==> src/rtl/pc_unit.sv <==
// Fetch-stage program counter and next-PC selector with a BOOT/RUN/TRAP sequencer.
// It keeps the exception PC for ERET and does not overwrite it on nested exceptions.
module pc_unit #(
    parameter int unsigned        WIDTH        = 32,
    parameter logic [WIDTH-1:0]   RESET_VECTOR = 32'h0040_0000,
    parameter logic [WIDTH-1:0]   EXC_VECTOR   = 32'h8000_0180,
    parameter int unsigned        INC          = 4,
    parameter bit                 ALIGN_CHECK  = 1'b1
) (
    input  logic             CLK,
    input  logic             RST,
    input  logic             STALL,
    input  logic             BR_TAKEN,
    input  logic [WIDTH-1:0] BR_TARGET,
    input  logic             JMP,
    input  logic [WIDTH-1:0] JMP_TARGET,
    input  logic             EXC_REQ,
    input  logic             ERET,
    output logic [WIDTH-1:0] PC_OUT,
    output logic [WIDTH-1:0] PC_NEXT_SEQ,
    output logic [WIDTH-1:0] EPC,
    output logic             ADDR_ERR,
    output logic             IN_TRAP,
    output logic             VALID
);

    localparam logic [1:0] BOOT = 2'd0;
    localparam logic [1:0] RUN  = 2'd1;
    localparam logic [1:0] TRAP = 2'd2;

    localparam logic [WIDTH-1:0] INC_W = WIDTH'(INC);

    logic [1:0]       state_q, state_d;
    logic [WIDTH-1:0] pc_q, pc_d;
    logic [WIDTH-1:0] epc_q, epc_d;
    logic             aerr_q, aerr_d;

    logic             redirect;
    logic [WIDTH-1:0] sel_target;
    logic             misaligned;
    logic [WIDTH-1:0] pc_seq;

    assign pc_seq     = pc_q + INC_W;
    assign redirect   = !STALL && (JMP || BR_TAKEN);
    assign sel_target = JMP ? JMP_TARGET : BR_TARGET;
    // Only a target that would actually be loaded this cycle can fault.
    assign misaligned = ALIGN_CHECK && redirect && (sel_target[1:0] != 2'b00);

    always_comb begin
        state_d = state_q;
        pc_d    = pc_q;
        epc_d   = epc_q;
        aerr_d  = 1'b0;
        if (state_q == BOOT) begin
            state_d = RUN;
            pc_d    = pc_seq;
        end else if (EXC_REQ || misaligned) begin
            pc_d    = EXC_VECTOR;
            state_d = TRAP;
            aerr_d  = misaligned;
            if (state_q != TRAP) begin
                epc_d = pc_q;
            end
        end else if (ERET && (state_q == TRAP)) begin
            pc_d    = epc_q;
            state_d = RUN;
        end else if (redirect) begin
            pc_d = sel_target;
        end else if (!STALL) begin
            pc_d = pc_seq;
        end
    end

    always_ff @(posedge CLK) begin
        if (!RST) begin
            state_q <= BOOT;
            pc_q    <= RESET_VECTOR;
            epc_q   <= '0;
            aerr_q  <= 1'b0;
        end else begin
            state_q <= state_d;
            pc_q    <= pc_d;
            epc_q   <= epc_d;
            aerr_q  <= aerr_d;
        end
    end

    assign PC_OUT      = pc_q;
    assign PC_NEXT_SEQ = pc_seq;
    assign EPC         = epc_q;
    assign ADDR_ERR    = aerr_q;
    assign IN_TRAP     = (state_q == TRAP);
    assign VALID       = (state_q != BOOT);

endmodule

==> config.mk <==
export PLATFORM = sky130hd
export DESIGN_NAME = pc_unit
export DESIGN_NICKNAME = d
export VERILOG_FILES = /design/src/rtl/pc_unit.sv
export SDC_FILE = /design/constraint.sdc
export NUM_CORES = 1
export LEC_CHECK = 0
export ABC_AREA = 1
export CORE_UTILIZATION = 40
export CTS_CLUSTER_SIZE = 30
export DETAILED_ROUTE_END_ITERATION = 7
export GPL_ROUTABILITY_DRIVEN = 0
export PLACE_DENSITY = 0.73
export RECOVER_POWER = 50
export SLEW_MARGIN = 20
export SYNTH_ARGS = -nofsm -noshare
export SYNTH_HDL_FRONTEND = slang
export SYNTH_SLANG_ARGS = --single-unit
==> constraint.sdc <==
create_clock -name CLK -period 2.55 [get_ports CLK]
set_input_delay 0.51 -clock CLK [delete_from_list [all_inputs] [get_ports CLK]]
set_output_delay 0.51 -clock CLK [all_outputs]
set_load 0.03 [all_outputs]
==> flow_summary.toml <==
[layout]
fillers = 1009
drive_above_1_share_pct = 13.7
antenna_cells = 0
stdcell_area_sq_mm = 0.00693
nNetsFinal = 1003
ff_latch_area_sq_mm = 0.00135
multi_input_area_sq_mm = 0.00287
syn_to_final_growth_pct = 51.8

[routing]
wl_um = 17000
drtAntennaViolNets = 0
wl_per_cell_um = 15.8
first_pass_iters = 7
via_count = 5730
drtIter0Drc = 364
drc = 0
vias_per_cell = 5.33

[clocking]
cts_hold_buf = 0
clk_path_buf_depth = 2
cts-htree-levels = 3
path_clk_slew_ps = 60
postCtsSetupRepairBufs = 0
insertion_delay_ps = 330
cts_buffers = 9
cts_sinks = 67
clockRootBuffer = "clkbuf_16"
cts_tree = "yes"
post_cts_resize_count = 16

[global_routing]
grt_pass1_vias = 5401
gr-total-overflow = 0
grt_usage_pct = 29.1
grt_pass1_wl_um = 27100
grt_start_max_net_pins = 43
antenna_found_initial = 0

[synth]
synth_area_sq_mm = 0.00457
synth_area_leaders = "dfxtp_1 29%, nand2_1 17%, nor2_1 9.3%"
yosysWarnings = 0
synth_edf_count = 0
synthAdderAreaFrac_pct = 0.274
synth_top_area_cell = "dfxtp_1"
async_flop_share_pct = 0
synth_mux_area_share_pct = 0.219
yosys.area_share.xor_xnor_pct = 3.31
avgSynthCellArea_sq_um = 6.13
yosysMostFrequentCell = "nand2_1"
yosys-top-cells-count = "205 x nand2_1, 113 x nor2_1, 81 x a21oi_1"
ys_types = 40
yosysSeqAreaShare_pct = 29.4
yosys.area_share.simple_pct = 37.1
ys.flop_type = "dfxtp_1"
synth_top_area_share_pct = 29.4
synth-seq-cells = 67
syn_nets = 817
synthCells = 745
synth_compound_area_share_pct = 21.6
synth_top_family_by_area = "simple AND/OR/NAND/NOR gates"

[pwr]
vdd_drop_max_mv = 0.346
powerDensity_mw_per_mm2 = 587
power_leakage_nw = 3.10

[die]
io_pins = 170
start_util_pct = 41.6
core-area_sq_mm = 0.0110
die_area_sq_mm = 0.0119
die_width_um = 109
die_y_um = 109
num_rows = 38

[placement]
placed_cell_area_sq_mm = 0.00660
post-dp-hpwl_um = 12800
preCtsSetupSlack_ps = -118
port_buffers = 169

[timing]
setup_slack_ps = 65.7
worstMarginPinSlew_ps = 462
finalWorstPathRequiredPeriod_ps = 2480
hold_slack_ps = 477
rsz0062_at_grt = "yes"
max_freq_mhz = 403
finalHoldViolCount = 0
finalClockSkew_ps = 6.87
setup-tns-final_ps = 0
setup_violations = 0
fin_crit_sh_pct = 97.4
slew_headroom_pct = 69.2
final_max_slew_viol_count = 0

[critical_path]
start_kind = "flop"
cp-endpoint = "PC_NEXT_SEQ[31]"
worstSetupPathType = "reg2out"
crit_arrival_ps = 1970
rr_worst_depth = 8
r2r_slack_ps = 730
r2r_end = "PC_OUT[9]"
critPathRequiredTime_ps = 2040
crit_start = "PC_OUT[9]"
r2r-start = "state_q[0]"
end_kind = "output port"
crit_fanout = 3

[run_status]
status = "finished, final reports clean"

[job]
cap_violations = 0

[worst_hold_path]
hp-class = "reg2reg"
## how the worst min path moves through the flow
stage	startpoint	to	slack, ps	cells past startpoint
floorplan	state_q[1]	state_q[1]	500	2
global placement	EPC[21]	EPC[21]	460	2
detailed placement	EPC[21]	EPC[21]	470	2
CTS	EPC[21]	EPC[21]	480	2
global route	EPC[22]	EPC[22]	520	2
finish	EPC[21]	EPC[21]	480	2
## cell usage in the layout (no fill, tap or decap), types with 3 or more instances in the layout
cell / Yosys / layout
nand2_1: 205 / 207
buf_12: 0 / 3
o211ai_1: 21 / 21
clkbuf_16: 0 / 9
xor2_2: 4 / 4
or2_2: 14 / 14
clkdlybuf4s50_1: 0 / 73
clkbuf_2: 0 / 5
inv_1: 33 / 35
a21oi_1: 81 / 81
dlygate4sd2_1: 0 / 7
nand3b_1: 3 / 3
nand3_1: 31 / 31
o21ai_0: 72 / 72
dfxtp_1: 67 / 65
clkdlybuf4s15_1: 0 / 3
nand2_2: 5 / 3
inv_2: 6 / 3
nor2_1: 113 / 113
xor2_1: 6 / 6
a31oi_1: 5 / 5
nor2_2: 7 / 7
nor2_4: 6 / 6
dlygate4sd3_1: 0 / 70
bufinv_16: 0 / 3
buf_4: 4 / 58
## final cells by class
| class | count | share of cell area [%] |
|---|---|---|
| Inverter | 40 | 2.20 |
| Timing Repair Buffer | 219 | 29.5 |
| Multi-Input combinational cell | 594 | 41.4 |
| Clock buffer | 12 | 3.56 |
| Sequential cell | 67 | 19.4 |
| Clock inverter | 4 | 1.41 |
| Tap cell | 140 | 2.53 |
## through the flow
step	instances	util, %	total power [W]
after floorplan	745	-	0.00205
after global placement	1060	60.1	0.00266
after detailed placement	1060	60.1	0.00268
after CTS	1076	63.1	0.00411
after global routing	1076	63.1	0.00425
final	1076	63.1	0.00407
## power by group
part / total (W) / internal, W / switching (W)
Clock: 0.00145 / 0.000983 / 0.000463
Sequential: 0.00124 / 0.00115 / 0.0000842
Combinational: 0.00139 / 0.000543 / 0.000845
## state kept, by name (all words and copies together), names as in the netlist
signal    cells
PC_OUT       32
state_q       2
EPC          32
ADDR_ERR      1
## per-layer routing
layer / track usage, % / wire length (um)
met1: 37.7 / 7280
met2: 49.6 / 8070
met3: 4.54 / 1360
met4: 8.49 / 306
met5: 0 / 0
## worst max-delay path, cell delays in order (launching register included)
cell and delay (ps):
dfxtp_1 350, nand2_1 140, nor2_1 190, nand2_1 140
nor2_4 180, nand3_1 130, nand2_1 110, dlygate4sd2_1 420
## kinds of logic after synthesis
family / count (synthesis)
AOI/OAI and AO/OA: 184
muxes: 1
buffers and inverters: 84
DFF: 67
adders and majority gates: 1
and+or+nand+nor: 395
xor gates and xnor gates: 13
Power figures use the tool's default switching activity.
